--- src/rtl/pattern_gen.sv ---
// Burst test-data source: emits a programmed number of words over valid/ready
// in increment, decrement, LFSR or walking-one order, then pulses o_done.
module pattern_gen #(
  parameter int                DATA_W = 10,
  parameter int                LEN_W  = 16,
  parameter int unsigned       SEED   = 1,
  parameter logic [DATA_W-1:0] TAPS   = 10'h240
) (
  input  logic              i_clk,
  input  logic              i_rst,
  input  logic              i_start,
  input  logic [1:0]        i_mode,
  input  logic [LEN_W-1:0]  i_len,
  input  logic              i_ready,
  output logic [DATA_W-1:0] o_data,
  output logic              o_valid,
  output logic              o_busy,
  output logic              o_done,
  output logic [LEN_W-1:0]  o_count
);

  localparam logic [1:0] MODE_INC  = 2'd0;
  localparam logic [1:0] MODE_DEC  = 2'd1;
  localparam logic [1:0] MODE_LFSR = 2'd2;

  // An all-zero LFSR state would lock up, so a zero seed falls back to 1.
  localparam logic [DATA_W-1:0] SEED_M    = DATA_W'(SEED);
  localparam logic [DATA_W-1:0] SEED_INIT = (SEED_M == '0) ? DATA_W'(1) : SEED_M;

  typedef enum logic [1:0] {S_IDLE, S_RUN, S_DONE} state_t;

  state_t             r_state;
  state_t             w_state_nxt;
  logic [1:0]         r_mode;
  logic [LEN_W-1:0]   r_len;
  logic [LEN_W-1:0]   r_count;
  logic [DATA_W-1:0]  r_data;
  logic               r_valid;
  logic               r_busy;
  logic               r_done;
  logic               w_xfer;
  logic               w_load;
  logic [LEN_W-1:0]   w_count_inc;

  function automatic logic [DATA_W-1:0] f_first(input logic [1:0] mode);
    case (mode)
      MODE_INC:  f_first = '0;
      MODE_DEC:  f_first = '1;
      MODE_LFSR: f_first = SEED_INIT;
      default:   f_first = DATA_W'(1);
    endcase
  endfunction

  function automatic logic [DATA_W-1:0] f_next(input logic [1:0] mode,
                                               input logic [DATA_W-1:0] d);
    case (mode)
      MODE_INC:  f_next = d + DATA_W'(1);
      MODE_DEC:  f_next = d - DATA_W'(1);
      MODE_LFSR: f_next = {d[DATA_W-2:0], ^(d & TAPS)};
      default:   f_next = {d[DATA_W-2:0], d[DATA_W-1]};
    endcase
  endfunction

  assign w_xfer      = (r_state == S_RUN) && i_ready;
  assign w_load      = (r_state == S_IDLE) && i_start;
  assign w_count_inc = r_count + LEN_W'(1);

  always_comb begin
    w_state_nxt = r_state;
    case (r_state)
      S_IDLE: if (i_start) w_state_nxt = (i_len == '0) ? S_DONE : S_RUN;
      S_RUN:  if (w_xfer && (w_count_inc == r_len)) w_state_nxt = S_DONE;
      S_DONE: w_state_nxt = S_IDLE;
      default: w_state_nxt = S_IDLE;
    endcase
  end

  // Status flags are decoded from the next state so every output is a flop.
  always_ff @(posedge i_clk) begin
    if (i_rst) begin
      r_state <= S_IDLE;
      r_valid <= 1'b0;
      r_busy  <= 1'b0;
      r_done  <= 1'b0;
    end else begin
      r_state <= w_state_nxt;
      r_valid <= (w_state_nxt == S_RUN);
      r_busy  <= (w_state_nxt != S_IDLE);
      r_done  <= (w_state_nxt == S_DONE);
    end
  end

  always_ff @(posedge i_clk) begin
    if (i_rst) begin
      r_mode  <= MODE_INC;
      r_len   <= '0;
      r_count <= '0;
      r_data  <= '0;
    end else if (w_load) begin
      r_mode  <= i_mode;
      r_len   <= i_len;
      r_count <= '0;
      r_data  <= f_first(i_mode);
    end else if (w_xfer) begin
      r_count <= w_count_inc;
      r_data  <= f_next(r_mode, r_data);
    end
  end

  assign o_data  = r_data;
  assign o_valid = r_valid;
  assign o_busy  = r_busy;
  assign o_done  = r_done;
  assign o_count = r_count;

endmodule

--- config.mk ---
export PLATFORM = sky130hd
export DESIGN_NAME = pattern_gen
export DESIGN_NICKNAME = d
export VERILOG_FILES = /design/src/rtl/pattern_gen.sv
export SDC_FILE = /design/constraint.sdc
export NUM_CORES = 1
export LEC_CHECK = 0
export BUFFER_PORTS_ARGS = -buffer_cell sky130_fd_sc_hd__buf_4
export CORE_UTILIZATION = 56
export CTS_CLUSTER_SIZE = 12
export DETAILED_ROUTE_END_ITERATION = 10
export PLACE_DENSITY = 0.8
export SYNTH_ARGS = -nofsm -noshare
export SYNTH_HDL_FRONTEND = slang
export SYNTH_SLANG_ARGS = --single-unit
export TNS_END_PERCENT = 100
--- constraint.sdc ---
create_clock -name i_clk -period 3.79 [get_ports i_clk]
set_clock_uncertainty 0.15 [all_clocks]
set_input_delay 0.1895 -clock i_clk [delete_from_list [all_inputs] [get_ports i_clk]]
set_output_delay 0.1895 -clock i_clk [all_outputs]
set_load 0.03 [all_outputs]
==> insert_results.sql <==
INSERT INTO impl_metrics (metric_group, metric, value, unit) VALUES
('clock_network', 'clock_path_buffers', '2', ''),
('die', 'die_area', '0.00544', 'mm2'),
('sta', 'tightestPinTransition', '0.690', 'ns'),
('routing', 'totalWireLength', '6840', 'um'),
('synthesis', 'count_leader_synth', 'sky130_fd_sc_hd__nand2_1', ''),
('worst_setup_path', 'critical_path.n_buffers_inverters', '0', ''),
('sta', 'slew-limit-headroom', '54.0', '%'),
('worst_setup_path', 'reg2reg_setup_slack', '0.74', 'ns'),
('cells_and_area', 'final.fill_count', '418', ''),
('sta', 'setup_repair_after_global_routing_missed_its_margin', 'no', ''),
('clock_network', 'cts_setup_buffers', '0', ''),
('synthesis', 'synth-seq-cells', '49', ''),
('die', 'core', '0.00485', 'mm2'),
('synthesis', 'synth-edff-count', '0', ''),
('worst_setup_path', 'timing.critical_path.cells', 'nor2b_1 -> ha_1 -> a21oi_1 -> o21ai_1 -> a2111oi_2 -> nor3_1 -> or3b_1 -> a211oi_1', ''),
('synthesis', 'syn-instance-count', '369', ''),
('synthesis', 'seq_area_frac_synth', '34.0', '%'),
('synthesis', 'synth.top_cell.area_share', '34.0', '%'),
('worst_setup_path', 'setup_crit_end_kind', 'register', ''),
('worst_setup_path', 'cp_max_fo', '20', ''),
('outcome', 'outcome', 'complete, no violations', ''),
('worst_setup_path', 'type_of_the_worst_setup_path', 'register to register', ''),
('global_routing', 'globalRouteOverflowTotal', '0', ''),
('placed_design', 'hpwl', '4800', 'um'),
('synthesis', 'syn_area', '0.00288', 'mm2'),
('cells_and_area', 'flow.area_growth_from_synthesis', '19.9', '%'),
('clock_network', 'cts_root_buffer', 'sky130_fd_sc_hd__clkbuf_8', ''),
('die', 'die_w', '73.8', 'um'),
('sta', 'finalCritPeriodShare', '80.5', '%'),
('cells_and_area', 'area.sequential', '981', 'um2'),
('synthesis', 'synth-async-reset-ratio', '0', '%'),
('cells_and_area', 'diodes', '0', ''),
('die', 'fp-row-count', '25', ''),
('synthesis', 'postSynth.topFlopCell', 'sky130_fd_sc_hd__dfxtp_1', ''),
('worst_setup_path', 'crit_required', '3.85', 'ns'),
('clock_network', 'clock-sinks', '49', ''),
('worst_hold_path', 'min_from', 'i_mode[1]', ''),
('global_routing', 'grt_start_max_net_pins', '35', ''),
('clock_network', 'clk_latency', '0.29', 'ns'),
('pwr', 'leakage_power', '1.37', 'nW'),
('placed_design', 'numPortBuffers', '50', ''),
('routing', 'via_count', '2777', ''),
('worst_hold_path', 'worst_hold_path.endpoint', 'r_mode[1]$_SDFFE_PP0P_', ''),
('cells_and_area', 'multi_input_comb_area', '0.00180', 'mm2'),
('placed_design', 'globalplace.congestion', '0.927', ''),
('worst_setup_path', 'crit-reg2reg-capture', 'o_data[7]$_SDFFE_PP0P_', ''),
('clock_network', 'cts.htree.levels', '2', ''),
('routing', 'routed_via_density', '5.73', ''),
('sta', 'slew_violations', '0', ''),
('worst_setup_path', 'slowest_cp_cell', 'sky130_fd_sc_hd__nor2b_1', ''),
('synthesis', 'syn-mean-instance-area', '7.82', 'um2'),
('cells_and_area', 'finalNonFillerCells', '485', ''),
('run', 'maxCapViolCount', '0', ''),
('routing', 'routed_wire_length_per_instance', '14.1', 'um'),
('sta', 'setup-violations-final', '0', ''),
('pwr', 'worst_vdd_drop', '206', 'uV'),
('synthesis', 'netlist.top_cell.by_area', 'sky130_fd_sc_hd__dfxtp_1', ''),
('sta', 'totalNegativeSetupSlack', '0', 'ns'),
('global_routing', 'grt_antenna_before_repair', '0', ''),
('synthesis', 'synthesis.nets', '401', ''),
('routing', 'drt_pre_antenna_iters', '5', ''),
('cells_and_area', 'final_nets', '450', ''),
('synthesis', 'synth.lib_cells_used.distinct', '51', ''),
('placed_design', 'placed_cells_incl_taps', '467', ''),
('global_routing', 'grt_pass1_wl', '11300', 'um'),
('worst_setup_path', 'timing.critical_path.from_type', 'register', ''),
('worst_setup_path', 'largest_stage_delay_on_the_critical_path', '0.64', 'ns'),
('clock_network', 'clk_pin_slew_worst_paths', '0.08', 'ns'),
('pwr', 'power_density', '327', 'mW/mm2'),
('sta', 'fmaxAchievable', '328', 'MHz'),
('clock_network', 'cts_tree', 'yes', '');
-- metrics by stage --
| stage | power, mW | area [um2] | setup slack [ns] | hold slack [ns] | utilization [%] |
|---|---|---|---|---|---|
| finish | 1.13 | 3460 | 0.740 | 0.00446 | 71.3 |
| detailed placement | 0.822 | 3260 | 0.779 | 0.306 | 67.3 |
| CTS | 1.13 | 3460 | 0.731 | 0.000288 | 71.3 |
| global placement | 0.817 | 3260 | 0.886 | 0.302 | 67.3 |
| floorplan | 0.750 | 2880 | 0.927 | 0.175 | - |
| global route | 1.19 | 3460 | 0.457 | 0.0136 | 71.3 |
-- cells in the final DEF, fill, tap and decap left out, types with 8 or more instances in the layout --
master / instances
sky130_fd_sc_hd__a21oi_1: 47
sky130_fd_sc_hd__buf_4: 51
sky130_fd_sc_hd__dfxtp_1: 49
sky130_fd_sc_hd__dlygate4sd3_1: 11
sky130_fd_sc_hd__ha_1: 9
sky130_fd_sc_hd__nand2_1: 60
sky130_fd_sc_hd__nand2b_1: 8
sky130_fd_sc_hd__nand3_1: 9
sky130_fd_sc_hd__nor2_1: 24
sky130_fd_sc_hd__nor3_1: 13
sky130_fd_sc_hd__o21ai_0: 23
sky130_fd_sc_hd__or3_1: 9
sky130_fd_sc_hd__xnor2_1: 20
sky130_fd_sc_hd__xor2_1: 16
-- what timing repair did --
item | in CTS | in global routing
resized for setup | 0 | 0
hold endpoints to repair | 11 | 0
hold buffers | 11 | 0
endpoints found under the setup margin | 0 | 0
-- cells by family after synthesis --
family          count (synthesis)  share of synthesized area (%)
simple gates                  156                           27.2
fa+ha+maj                      10                           4.60
mux                             3                           1.13
xor+xnor                       36                           10.9
buf+inv                        24                           3.60
flops                          49                           34.0
compound gates                 91                           18.5
-- how the worst max path moves through the flow --
stage                     depth (start not counted)  slack [ns]                      to              startpoint
after CTS                                         8        0.73  o_data[7]$_SDFFE_PP0P_  r_mode[1]$_SDFFE_PP0P_
after floorplan                                   9        0.93  o_data[7]$_SDFFE_PP0P_  r_mode[1]$_SDFFE_PP0P_
final                                             8        0.74  o_data[7]$_SDFFE_PP0P_  r_mode[1]$_SDFFE_PP0P_
after global placement                            7        0.89  o_data[7]$_SDFFE_PP0P_  r_mode[1]$_SDFFE_PP0P_
after global routing                              8        0.46  o_data[7]$_SDFFE_PP0P_  r_mode[1]$_SDFFE_PP0P_
after detailed placement                          8        0.78  o_data[7]$_SDFFE_PP0P_  r_mode[1]$_SDFFE_PP0P_
-- state kept, by name, summed over array words and instances, names as in the netlist --
register,count
r_state,2
o_data,10
r_mode,2
o_done,1
o_valid,1
o_count,16
o_busy,1
r_len,16
-- where the power goes --
part | switching [mW] | internal (mW) | leakage, nW
Sequential | 0.0306 | 0.540 | 0.401
Combinational | 0.140 | 0.112 | 0.921
Clock | 0.162 | 0.145 | 0.0443
-- final cells by class --
type	count	share of cell area (%)
multi-input combinational	296	52.0
sequential	49	28.4
timing repair buffer	62	14.3
clock buffer	7	2.50
tap	67	2.42
inverter	4	0.434
-- layer usage --
layer | global-route usage, % | vias to the layer above | part of all wire (%) | wire, um
met1 | 34.9 | 1263 | 45 | 3040
li1 | - | 1398 | - | -
met5 | 0 | - | 0 | 0
met4 | 9.19 | 0 | 2.0 | 139
met2 | 45.5 | 99 | 48 | 3270
met3 | 3.70 | 17 | 5.6 | 381
-- worst reg2reg max path: cells and delay by family, from the launching register on --
| kind | cells | cell delay [ns] |
|---|---|---|
| and+or+nand+nor | 3 | 1.12 |
| AOI/OAI and AO/OA | 4 | 0.83 |
| DFF | 1 | 0.52 |
| adders and majority gates | 1 | 0.36 |
Note: power is estimated with default switching activity, not from simulation.
